$ cat src/rtl/uart_bus_master.sv
// UART-driven debug bus initiator: decodes W/R command frames from the byte receiver and runs single-word bus cycles.
// Optional inter-byte abort timer is enabled by defining UART_BUS_MASTER_TIMEOUT_EN.
module uart_bus_master #(
  parameter int unsigned TIMEOUT_CYCLES = 1250000
) (
  input  logic        clk,
  input  logic        reset,
  input  logic [7:0]  rx_data,
  input  logic        rx_ready,
  output logic        rx_ack,
  output logic [7:0]  tx_data,
  output logic        tx_start,
  input  logic        tx_ready,
  output logic        mem_valid,
  output logic [31:0] mem_addr,
  output logic [31:0] mem_wdata,
  output logic [3:0]  mem_wstrb,
  input  logic [31:0] mem_rdata,
  input  logic        mem_ready,
  output logic        busy
);

  typedef enum logic [2:0] {
    S_IDLE,
    S_ADDR,
    S_DATA,
    S_BUS,
    S_RESP
  } state_t;

  state_t      state, state_n;
  logic [1:0]  cnt;
  logic        is_write;
  logic [31:2] addr_q;
  logic [31:0] wdata_q;
  logic [31:0] resp_q;
  logic        resp_one;
  logic        rx_ack_q;
  logic        tx_start_q;
  logic [7:0]  tx_hold;
  logic [7:0]  tx_byte;
  logic        rx_state;

  assign rx_state = (state == S_IDLE) || (state == S_ADDR) || (state == S_DATA);
  assign tx_byte  = resp_q[{cnt, 3'b000} +: 8];

`ifdef UART_BUS_MASTER_TIMEOUT_EN
  localparam logic [20:0] TIMEOUT_LIMIT = 21'(TIMEOUT_CYCLES);
  logic [20:0] idle_cnt;
  logic        timeout;

  assign timeout = ((state == S_ADDR) || (state == S_DATA)) && !rx_ack &&
                   (idle_cnt == TIMEOUT_LIMIT);

  always_ff @(posedge clk) begin
    if (reset || !((state == S_ADDR) || (state == S_DATA)) || rx_ack)
      idle_cnt <= '0;
    else
      idle_cnt <= idle_cnt + 21'd1;
  end
`endif

  always_ff @(posedge clk) begin
    if (reset) state <= S_IDLE;
    else       state <= state_n;
  end

  // The receiver clears its flag one cycle after the strobe, so that cycle is skipped.
  always_comb begin
    state_n  = state;
    rx_ack   = !reset && rx_state && rx_ready && !rx_ack_q;
    tx_start = !reset && (state == S_RESP) && tx_ready && !tx_start_q;
    case (state)
      S_IDLE: begin
        if (rx_ack) begin
          if ((rx_data == 8'h57) || (rx_data == 8'h52)) state_n = S_ADDR;
          else                                          state_n = S_RESP;
        end
      end
      S_ADDR: begin
        if (rx_ack && (cnt == 2'd3)) state_n = is_write ? S_DATA : S_BUS;
`ifdef UART_BUS_MASTER_TIMEOUT_EN
        else if (timeout) state_n = S_IDLE;
`endif
      end
      S_DATA: begin
        if (rx_ack && (cnt == 2'd3)) state_n = S_BUS;
`ifdef UART_BUS_MASTER_TIMEOUT_EN
        else if (timeout) state_n = S_IDLE;
`endif
      end
      S_BUS: begin
        if (mem_ready) state_n = S_RESP;
      end
      S_RESP: begin
        if (tx_start && (resp_one || (cnt == 2'd3))) state_n = S_IDLE;
      end
      default: state_n = S_IDLE;
    endcase
  end

  // One byte counter serves frame parsing and response transmission; it restarts on every state change.
  always_ff @(posedge clk) begin
    if (reset) begin
      cnt        <= '0;
      is_write   <= 1'b0;
      addr_q     <= '0;
      wdata_q    <= '0;
      resp_q     <= '0;
      resp_one   <= 1'b0;
      rx_ack_q   <= 1'b0;
      tx_start_q <= 1'b0;
      tx_hold    <= '0;
    end else begin
      rx_ack_q   <= rx_ack;
      tx_start_q <= tx_start;

      if (state_n != state)         cnt <= '0;
      else if (rx_ack || tx_start)  cnt <= cnt + 2'd1;

      if ((state == S_IDLE) && rx_ack) begin
        is_write <= (rx_data == 8'h57);
        resp_q   <= 32'h0000_0015;
        resp_one <= 1'b1;
      end

      if ((state == S_ADDR) && rx_ack) begin
        case (cnt)
          2'd0:    addr_q[7:2]   <= rx_data[7:2];
          2'd1:    addr_q[15:8]  <= rx_data;
          2'd2:    addr_q[23:16] <= rx_data;
          default: addr_q[31:24] <= rx_data;
        endcase
      end

      if ((state == S_DATA) && rx_ack) wdata_q[{cnt, 3'b000} +: 8] <= rx_data;

      if ((state == S_BUS) && mem_ready) begin
        resp_q   <= is_write ? 32'h0000_0006 : mem_rdata;
        resp_one <= is_write;
      end

      if (tx_start) tx_hold <= tx_byte;
    end
  end

  assign tx_data   = tx_start ? tx_byte : tx_hold;
  assign busy      = (state != S_IDLE);
  assign mem_valid = (state == S_BUS);
  assign mem_addr  = {addr_q, 2'b00};
  assign mem_wdata = wdata_q;
  assign mem_wstrb = ((state == S_BUS) && is_write) ? 4'hF : 4'h0;

endmodule

$ cat config.mk
export PLATFORM = sky130hd
export DESIGN_NAME = uart_bus_master
export DESIGN_NICKNAME = d
export VERILOG_FILES = /design/src/rtl/uart_bus_master.sv
export SDC_FILE = /design/constraint.sdc
export NUM_CORES = 1
export LEC_CHECK = 0
export BUFFER_PORTS_ARGS = -buffer_cell sky130_fd_sc_hd__buf_4
export CAP_MARGIN = 10
export CORE_ASPECT_RATIO = 0.9
export CORE_MARGIN = 2
export CORE_UTILIZATION = 41
export CTS_BUF_LIST = sky130_fd_sc_hd__clkbuf_16
export DETAILED_ROUTE_END_ITERATION = 10
export GPL_TIMING_DRIVEN = 1
export PLACE_DENSITY = 0.75
export SLEW_MARGIN = 15
export SYNTH_ARGS = -nofsm -noshare
export SYNTH_HDL_FRONTEND = slang
export SYNTH_SLANG_ARGS = --single-unit
$ cat constraint.sdc
create_clock -name clk -period 2.8 [get_ports clk]
set_input_delay 0.42 -clock clk [delete_from_list [all_inputs] [get_ports clk]]
set_output_delay 0.42 -clock clk [all_outputs]
set_load 0.01 [all_outputs]
Word-level counts from Yosys, hierarchy flattened

Cells that the tools add are included.

Input bits: 45
Logic and storage cells: 76
Flip-flop bits (word level): 111
Memories kept: 0
Memory bits (read-only): 0
Bits in writable memories: 0
Latch bits: 0

Multiplexer cells: 16
Bitwise logic cells: 1
Eq/ne operators: 10
Reductions and logical operators: 31
Div/mod/pow operators: 0
Add/subtract/negate cells: 2
Shift operators: 3
$mul: 0
Magnitude comparators: 0

Operators with widths:

| cell                                                  | count |
|---|---|
| 2-to-1 mux 32 bit                                     | 3 |
| bitwise mux 32 bit                                    | 1 |
| variable shift 8 x 7 -> 32 bit (first input constant) | 1 |
| indexed part select 32 x 6 -> 8 bit                   | 1 |
| indexed part select 8 x 7 -> 32 bit                   | 1 |
| 2-to-1 mux 3 bit                                      | 6 |
| equality test 8 x 7 -> 1 bit (second input constant)  | 2 |
| case mux 3 bit (5 select lines)                       | 1 |
| logical AND 1 bit                                     | 13 |
| 2-to-1 mux 8 bit                                      | 1 |
| AND reduction 2 bit                                   | 4 |
| negation 5 -> 7 bit                                   | 1 |
| equality test 3 x 2 -> 1 bit (second input constant)  | 2 |
| logical OR 1 bit                                      | 5 |
| equality test 2 bit (second input constant)           | 2 |
| 2-to-1 mux 4 bit                                      | 1 |
| equality test 3 x 1 -> 1 bit (second input constant)  | 1 |
| equality test 3 bit (second input constant)           | 1 |
| logical NOT 1 bit                                     | 3 |
| logical NOT 3 bit                                     | 1 |
| 2-to-1 mux 1 bit                                      | 3 |
| inequality test 3 bit                                 | 1 |
| nonzero test 3 bit                                    | 1 |
| OR reduction 3 bit                                    | 1 |
| 6 further kinds                                       | 6 |

Depth between registers and ports, before layout

Gate-level depths: netlist of run 1.

Depth in word-level cells: 11
Depth in mapped cells: 7
Mapped depth without buffers: 5

Least setup slack after synthesis of run 1

Ideal clock, no wire load.

Path kind: register to register
From: reg cnt[1]
To: reg wdata_q[0] (netlist: mem_wdata[0])
Slack: 0.749 ns
Stages on the path, launching flop included: 7
Buffers on the path: 1
Arrival: 1.981 ns
Period minus slack after synthesis: 2.051 ns
Setup time: 0.070 ns
Path through: dfxtp_1 clkbuf_1 inv_1 ha_1 nor3b_1 nand3_1 a21oi_1

Longest elaborated chain between the ends: 3
Elaborated cells between the ends (all ways): 4

RTL lines:

| item                                                                                         | line | source |
|---|---|---|
| from (decl)                                                                                  | 32   | `logic [1:0] cnt;` |
| from (signal assigned)                                                                       | 119  | `else if (rx_ack \|\| tx_start) cnt <= cnt + 2'd1;` |
| negation 5 -> 7 bit *                                                                        | 136  | `if ((state == S_DATA) && rx_ack) wdata_q[{cnt, 3'b000} +: 8] <= rx_data;` |
| indexed part select 8 x 7 -> 32 bit / variable shift 8 x 7 -> 32 bit (equally long branches) | 136  |  |
| bitwise mux 32 bit *                                                                         | 136  |  |
| to (signal, indexed assignment)                                                              | 136  |  |
| to (decl)                                                                                    | 35   | `logic [31:0] wdata_q;` |

Every way passes the cells marked *; elsewhere a longest branch is shown, timed or not.
A chain may end at the register's enable or synchronous reset.

Worst setup path after layout of run 1

From: reg state[1]
To: out tx_data[1]

Longest elaborated chain between the ends: 5

RTL lines:

| item                           | line | source |
|---|---|---|
| from (decl)                    | 31   | `state_t state, state_n;` |
| from (signal assigned)         | 65   | `else state <= state_n;` |
| equality test 3 bit            | 72   | `tx_start = !reset && (state == S_RESP) && tx_ready && !tx_start_q;` |
| logical AND 1 bit (3 in a row) | 72   |  |
| 2-to-1 mux 8 bit               | -    |  |
| to (decl)                      | 11   | `output logic [7:0] tx_data,` |

No other way between the ends.

==> impl_metrics.json, run 1 <==
{
  "fin_crit_ns": 2.56,
  "rsz0062_at_grt": "no",
  "setup_violations": 0,
  "drcViolationCount": 0,
  "tns_ns": 0,
  "postSynthCellCount": 483,
  "clkLatencyLatePin_ns": 0.34,
  "worst-path-stages": 4,
  "hold_viol": 0,
  "syn_area_per_cell_sq_um": 9.55,
  "cp_slowest_cell": "nor2_1",
  "synthArstFlopShare_pct": 0,
  "vias": 3818,
  "ios": 125,
  "outcome": "completed",
  "grt_pass1_wl_mm": 19.4,
  "final_cell_mix": "133 x buf_4, 111 x dfxtp_1, 62 x nor2_1",
  "cts_root_buffer": "clkbuf_16",
  "slew_headroom_pct": 59.7,
  "holdCritStartpoint": "mem_rdata[15]",
  "drv_slew": 0,
  "diodes": 0,
  "ant_nets": 0,
  "fp.dieW_microns": 116,
  "cp_data_arrival_time_ns": 2.14,
  "grt_pass1_vias": 3782,
  "reg2reg_depth": 5,
  "clock_skew_ns": 0.00723,
  "synth_ff_type": "dfxtp_1",
  "antenna_found_initial": 0,
  "drive_above_1_share_pct": 29.0,
  "cts_tree": "built",
  "grt_max_degree": 44,
  "cp_num_buf_inv": 1,
  "final_util_pct": 54.1,
  "worstHoldPathCells": 3,
  "die_h_microns": 105,
  "firstDrtPassIters": 5,
  "synth_warnings": 0,
  "clock-sinks": 111,
  "endpoint_kind": "primary output",
  "startpoint": "state[1]",
  "finalPower_mw": 3.10,
  "postCtsSetupBuffers": 0,
  "max_stage_delay_ns": 0.50,
  "critPathTopFamily": "simple AND/OR/NAND/NOR gates",
  "ir_drop_mv": 0.308,
  "r2r_start": "cnt[0]",
  "htree_levels": 3,
  "cp-start-kind": "flop",
  "vias_per_cell": 5.15,
  "hold_class": "primary input to flop",
  "fin_crit_sh_pct": 91.4,
  "fp-row-count": 36,
  "clk_pin_slew_ns": 0.07,
  "grt_usage_pct": 20.0,
  "fin_nets": 639,
  "routed_wl_mm": 11.8,
  "syn2layout_area_growth_pct": 27.9,
  "synth_seq_cells": 111,
  "fmax_ghz": 0.391,
  "tightestPinTransition_ns": 0.604,
  "portBuffers": 122,
  "cp_cell_sequence": "nor2_1, nand2_2, mux2_2, buf_4",
  "dpl_cell_area_sq_mm": 0.00560,
  "grt-ovfl-total": 0,
  "die-area_sq_mm": 0.0121,
  "synth_cell_types": 47,
  "wl_per_cell_microns": 15.9,
  "ys_seq_area_share_pct": 48.2,
  "cp.required_ns": 2.38,
  "gp_congestion": 0.851,
  "mostFrequentLayoutCell": "buf_4",
  "numCtsBuffers": 9,
  "coreArea_sq_mm": 0.0109,
  "synth_edf_count": 0,
  "drt_iter0_drc": 230,
  "power.density_mw_per_mm2": 526,
  "dp_hpwl_mm": 8.26,
  "fin_cells": 742,
  "cts_buffer_depth": 2,
  "power.leakage_nw": 2.56,
  "critical_path_class": "flop to primary output",
  "syn_area_sq_mm": 0.00461,
  "final_area_sq_mm": 0.00590,
  "cap_violations": 0,
  "crit_fanout": 13,
  "dpl.cell_count": 727,
  "initial_core_util_pct": 42.3
}
## final cells by class
class	instances	area, sq um
fill	986	5000
sequential	111	2220
multi-input combinational	322	2160
timing repair buffer	133	998
clock buffer	9	225
tap	152	190
clock inverter	6	70.1
inverter	9	33.8
## final timing paths
kind	to	slack, ns
worst max register to register	mem_wdata[31]	0.54
worst min register to register	mem_wdata[13]	0.46
worst max-delay path	tx_data[1]	0.24
worst min-delay path	resp_q[15]	0.32
## through the flow
stage / hold WS [ns] / setup slack [ns]
2_1_floorplan: 0.427 / 0.749
3_3_place_gp: 0.442 / 0.419
3_5_place_dp: 0.447 / 0.301
4_1_cts: 0.315 / 0.219
5_1_grt: 0.324 / 0.100
6_report: 0.321 / 0.241
## worst reg2reg max path, stage by stage (launching register included)
cell and delay [ns]:
dfxtp_1 0.71, inv_1 0.28, ha_1 0.42, nor3_2 0.48, nand3_1 0.15, a21oi_1 0.16
## synthesized netlist by cell type, types with 2 or more instances
library cell  instances  area [sq um]
nand3_1              39           195
and3_1                5          31.3
buf_6                 2          22.5
a211oi_1              6          45.0
clkbuf_1             22          82.6
a22oi_1              30           225
xnor2_1               2          17.5
mux2i_1              32           320
inv_1                 9          33.8
nor2_1               63           236
nand2_1              38           143
a21oi_1              37           185
nor3_1                5          25.0
nand3_4               2          35.0
mux4_2                4          90.1
dfxtp_1             111          2220
mux4_1                4           105
nor3b_1               3          22.5
ha_1                  8           100
mux2_2                8          90.1
buf_2                10          50.1
and2_1                2          12.5
nor2b_1              11          68.8
buf_4                 7          52.6
## flip-flops by register name, summed over array words and instances (netlist names), 2 cells and up
| signal | count |
|---|---|
| tx_hold | 8 |
| addr_q | 30 |
| cnt | 2 |
| mem_wdata | 32 |
| resp_q | 32 |
| state | 3 |
## cells by family after synthesis
group	after synthesis	synth area share, %
AO/OA/AOI/OAI	81	11.2
XOR/XNOR	2	0.380
adder cells (fa/ha/maj)	8	2.17
buffers and inverters	51	5.32
flip-flops	111	48.2
multiplexers	48	13.1
other	1	0.0813
AND/OR/NAND/NOR	181	19.5
## where the power goes
| group | total, mW | internal (mW) | switching [mW] | leakage, nW |
|---|---|---|---|---|
| logic | 0.214 | 0.0952 | 0.118 | 1.52 |
| clock network | 1.29 | 0.697 | 0.590 | 0.140 |
| registers | 1.60 | 1.59 | 0.0152 | 0.895 |
| total | 3.10 | 2.38 | 0.723 | 2.56 |
## per-layer routing
layer  share of wire [%]  vias to the layer above  global-route usage (%)
li1                    -                     1883                       -
met1                  43                     1808                    26.3
met2                  49                      118                    33.4
met3                 6.8                        9                    3.54
met4                 1.0                        0                    5.87
met5                   0                        -                       0
## repair_timing
item	4_1_cts	5_1_grt
setup endpoints to repair	0	5
hold buffers	0	0
resized for setup	0	1
Note: power is estimated with default switching activity, not from simulation.
==> run 2: changes to the inputs <==
Settings changed: CORE_MARGIN 2 to default.
==> run 2 against run 1 <==
Against the previous run:
- clock-buffer cell count stayed put
- die area down 3.6%
- total power is 0.96% lower
- final area fell by 0.17%
- via count grew 0.39%
- setup slack improved by 0.080 ns
- maximum frequency grew 3.2%
- clock power hardly changed
- wire length down 5.1%
- register-to-register slack gained 0.07 ns
- non-clock buffer count shrank 1
- largest cell class unchanged
==> impl_metrics.json, run 2 (synthesized netlist as in run 1, its figures left out) <==
{
  "firstDrtPassIters": 6,
  "portBuffers": 122,
  "tns_ns": 0,
  "outcome": "completed",
  "fin_crit_ns": 2.48,
  "drt_iter0_drc": 279,
  "tightestPinTransition_ns": 0.640,
  "postCtsSetupBuffers": 0,
  "grt_max_degree": 62,
  "cts_resized": 0,
  "antenna_found_initial": 0,
  "cts_hold_buf": 0,
  "fin_cells": 742,
  "wl_per_cell_microns": 15.1,
  "cts_buffer_depth": 2,
  "gp_congestion": 0.775,
  "drv_slew": 0,
  "finalPower_mw": 3.07,
  "dp_hpwl_mm": 7.85,
  "numCtsBuffers": 9,
  "drive_above_1_share_pct": 28.6,
  "cp.required_ns": 2.38,
  "coreArea_sq_mm": 0.0109,
  "clock_skew_ns": 0.0107,
  "drcViolationCount": 0,
  "ios": 125,
  "startpoint": "state[1]",
  "grt_usage_pct": 19.3,
  "cp-start-kind": "flop",
  "grt_pass1_wl_mm": 17.7,
  "cp_slowest_cell": "nor2_1",
  "setup_violations": 0,
  "fmax_ghz": 0.403,
  "die-area_sq_mm": 0.0117,
  "critical_path_class": "flop to primary output",
  "fin_crit_sh_pct": 88.5,
  "hold_viol": 0,
  "grt_pass1_vias": 3528,
  "clk_pin_slew_ns": 0.07,
  "cap_violations": 0,
  "final_util_pct": 54.0,
  "power.density_mw_per_mm2": 522,
  "mostFrequentLayoutCell": "buf_4",
  "rsz0062_at_grt": "no",
  "clock-sinks": 111,
  "endpoint_kind": "primary output",
  "hold_class": "primary input to flop",
  "worst_slack_ns": 0.321,
  "pre_cts_slack_ns": 0.665,
  "fp.dieW_microns": 114,
  "dpl.cell_count": 726,
  "ant_nets": 0,
  "initial_core_util_pct": 42.3,
  "fp-row-count": 36,
  "max_stage_delay_ns": 0.46,
  "critPathTopFamily": "simple AND/OR/NAND/NOR gates",
  "routed_wl_mm": 11.2,
  "holdCritStartpoint": "mem_rdata[19]",
  "die_h_microns": 103,
  "r2r_start": "cnt[1]",
  "syn2layout_area_growth_pct": 27.7,
  "diodes": 0,
  "slew_headroom_pct": 57.3,
  "cp_data_arrival_time_ns": 2.06,
  "vias_per_cell": 5.17,
  "clkLatencyLatePin_ns": 0.34,
  "cts_tree": "built",
  "ir_drop_mv": 0.342,
  "grt-ovfl-total": 0,
  "htree_levels": 3,
  "cts_root_buffer": "clkbuf_16",
  "cp_cell_sequence": "nor2_1, nand2_2, mux2_2, buf_4",
  "crit_fanout": 13,
  "fin_nets": 638,
  "cp_num_buf_inv": 1,
  "power.leakage_nw": 2.56,
  "vias": 3833,
  "final_cell_mix": "132 x buf_4, 111 x dfxtp_1, 62 x nor2_1"
}
run 2: cell count changes in the layout (fill, tap and decap cells not counted), sizes merged:
cell      delta
clkinv       +3
buf          -1
clkinvlp     -2
run 2: worst reg2reg max path: stages, from the launching register on:
cell and delay [ns]:
dfxtp_1 0.73, inv_1 0.23, ha_1 0.40, nor3b_2 0.46, nand3_1 0.14, a21oi_1 0.16
run 2: final timing paths:
check                                endpoint  slack [ns]  depth (start not counted)
worst max-delay path               tx_data[7]        0.32                          4
worst min-delay path               resp_q[19]        0.33                          3
worst max register to register   mem_wdata[8]        0.61                          5
worst min register to register  mem_wdata[26]        0.46                          2
run 2: metrics by stage:
| step | hold WS, ns | area [sq um] |
|---|---|---|
| after floorplan | 0.427 | 4620 |
| after global placement | 0.443 | 5590 |
| after detailed placement | 0.449 | 5590 |
| after CTS | 0.315 | 5890 |
| after global routing | 0.329 | 5890 |
| final | 0.330 | 5890 |
run 2: power by group:
group	total, mW	internal [mW]	switching [mW]
registers	1.60	1.59	0.00995
clock network	1.26	0.697	0.564
logic	0.215	0.0934	0.122
total	3.07	2.38	0.695
run 2: final cells by class:
type,count,area (sq um)
tap,152,190
multi-input combinational,322,2160
inverter,9,33.8
clock inverter,7,72.6
timing repair buffer,132,991
fill,999,5010
sequential,111,2220
clock buffer,9,225
run 2: layer usage:
metal | track usage, % | wire, microns | up-vias | share of wire, %
met1 | 25.9 | 4960 | 1804 | 44
met5 | 0 | 0 | - | 0
met4 | 6.19 | 122 | 0 | 1.1
met2 | 31.7 | 5490 | 135 | 49
li1 | - | - | 1886 | -
met3 | 3.82 | 637 | 8 | 5.7
==> run 3: changes to the inputs <==
Settings changed: CTS_CLUSTER_SIZE from default to 10, GPL_ROUTABILITY_DRIVEN from default to 0, SETUP_SLACK_MARGIN from default to 0.5.
==> run 3 against run 2 <==
Against the previous run:
- utilization increased by 0.23 points
- clock power about the same
- final area grew 0.42%
- combinational power grew 3%
- non-clock buffer count rose by 1
- critical path type unchanged
- largest cell class unchanged
==> impl_metrics.json, run 3 (synthesized netlist as in run 1, its figures left out) <==
{
  "critical_path_class": "flop to primary output",
  "fp-row-count": 36,
  "drt_iter0_drc": 273,
  "drcViolationCount": 0,
  "cp.required_ns": 2.38,
  "die_h_microns": 103,
  "crit_fanout": 13,
  "ir_drop_mv": 0.344,
  "syn2layout_area_growth_pct": 28.2,
  "rsz0062_at_grt": "no",
  "portBuffers": 122,
  "cp_slowest_cell": "dfxtp_2",
  "power.leakage_nw": 2.57,
  "outcome": "completed",
  "clock_skew_ns": 0.0107,
  "dp_hpwl_mm": 7.85,
  "cp-start-kind": "flop",
  "numCtsBuffers": 9,
  "wl_per_cell_microns": 15.2,
  "drv_slew": 0,
  "die-area_sq_mm": 0.0117,
  "grt-ovfl-total": 0,
  "cts_root_buffer": "clkbuf_16",
  "cp_cell_sequence": "and4bb_2, nand2_2, mux2_2, buf_4",
  "vias": 3824,
  "fin_crit_ns": 2.26,
  "clkLatencyLatePin_ns": 0.34,
  "grt_pass1_wl_mm": 17.9,
  "worstHoldPathCells": 3,
  "drive_above_1_share_pct": 29.9,
  "cts_buffer_depth": 2,
  "setup_violations": 0,
  "fin_nets": 639,
  "coreArea_sq_mm": 0.0109,
  "mostFrequentLayoutCell": "buf_4",
  "endpoint_kind": "primary output",
  "fp.dieW_microns": 114,
  "grt_max_degree": 62,
  "tightestPinTransition_ns": 0.617,
  "fin_crit_sh_pct": 80.6,
  "diodes": 0,
  "reg2reg_depth": 7,
  "cts_tree": "built",
  "cap_violations": 0,
  "cp_data_arrival_time_ns": 1.84,
  "fmax_ghz": 0.443,
  "clk_pin_slew_ns": 0.07,
  "clock-sinks": 111,
  "max_stage_delay_ns": 0.48,
  "slew_headroom_pct": 58.8,
  "final_cell_mix": "132 x buf_4, 107 x dfxtp_1, 61 x nor2_1",
  "firstDrtPassIters": 5,
  "routed_wl_mm": 11.3,
  "tns_ns": 0,
  "fillers": 996,
  "ant_nets": 0,
  "finalPower_mw": 3.08,
  "power.density_mw_per_mm2": 521,
  "htree_levels": 3,
  "hold_viol": 0,
  "r2r_setup_slack_ns": 0.79,
  "ios": 125,
  "vias_per_cell": 5.15,
  "grt_pass1_vias": 3543,
  "antenna_found_initial": 0,
  "grt_usage_pct": 19.4,
  "timing.hold.ws_ns": 0.327,
  "hold_class": "primary input to flop",
  "initial_core_util_pct": 42.3
}
[run 3: changes by cell type in the layout (fill, tap and decap cells not counted), sizes merged]
| cell | change |
|---|---|
| buf | +1 |
[run 3: critical path: cells and delay by family (launching register included)]
| kind | cells | cell delay, ns |
|---|---|---|
| multiplexers | 1 | 0.35 |
| AND/OR/NAND/NOR | 2 | 0.53 |
| buffers and inverters | 1 | 0.15 |
| flip-flops | 1 | 0.48 |
[run 3: worst paths after layout]
check | end | startpoint
min | resp_q[6] | mem_rdata[6]
max | tx_data[7] | state[2]
max reg2reg | mem_wdata[12] | cnt[0]
min reg2reg | mem_wdata[8] | mem_wdata[8]
[run 3: layout make-up]
| type | count | area (sq um) | share of cell area [%] |
|---|---|---|---|
| Multi-Input combinational cell | 322 | 2160 | 36.4 |
| Sequential cell | 111 | 2230 | 37.6 |
| Tap cell | 152 | 190 | 3.21 |
| Clock inverter | 7 | 72.6 | 1.23 |
| Inverter | 9 | 33.8 | 0.571 |
| Clock buffer | 9 | 225 | 3.81 |
| Timing Repair Buffer | 133 | 1010 | 17.1 |
[run 3: per-stage QoR]
| step | setup slack, ns | utilization, % | area, sq um | cells |
|---|---|---|---|---|
| 2_1_floorplan | 0.749 | - | 4620 | 484 |
| 3_3_place_gp | 0.752 | 51.3 | 5590 | 726 |
| 3_5_place_dp | 0.665 | 51.3 | 5590 | 726 |
| 4_1_cts | 0.529 | 54.2 | 5910 | 743 |
| 5_1_grt | 0.501 | 54.3 | 5920 | 743 |
| 6_report | 0.543 | 54.3 | 5920 | 743 |
[run 3: power breakdown]
part	internal [mW]	switching, mW	total [mW]	leakage, nW
logic	0.0987	0.123	0.221	1.52
clock network	0.697	0.564	1.26	0.152
registers	1.59	0.0109	1.60	0.897
[run 3: per-layer routing]
metal  track usage (%)  up-vias  share of wire (%)
li1                  -     1881                  -
met4              6.59        0                1.3
met1              26.0     1802                 44
met3              3.88       12                6.5
met2              31.7      129                 48
met5                 0        -                  0
[run 3: repair_timing]
| action | CTS | global route |
|---|---|---|
| setup buffers | 1 | 0 |
| resized for setup | 10 | 1 |
| hold buffers | 0 | 0 |
| endpoints found under the setup margin | 8 | 3 |
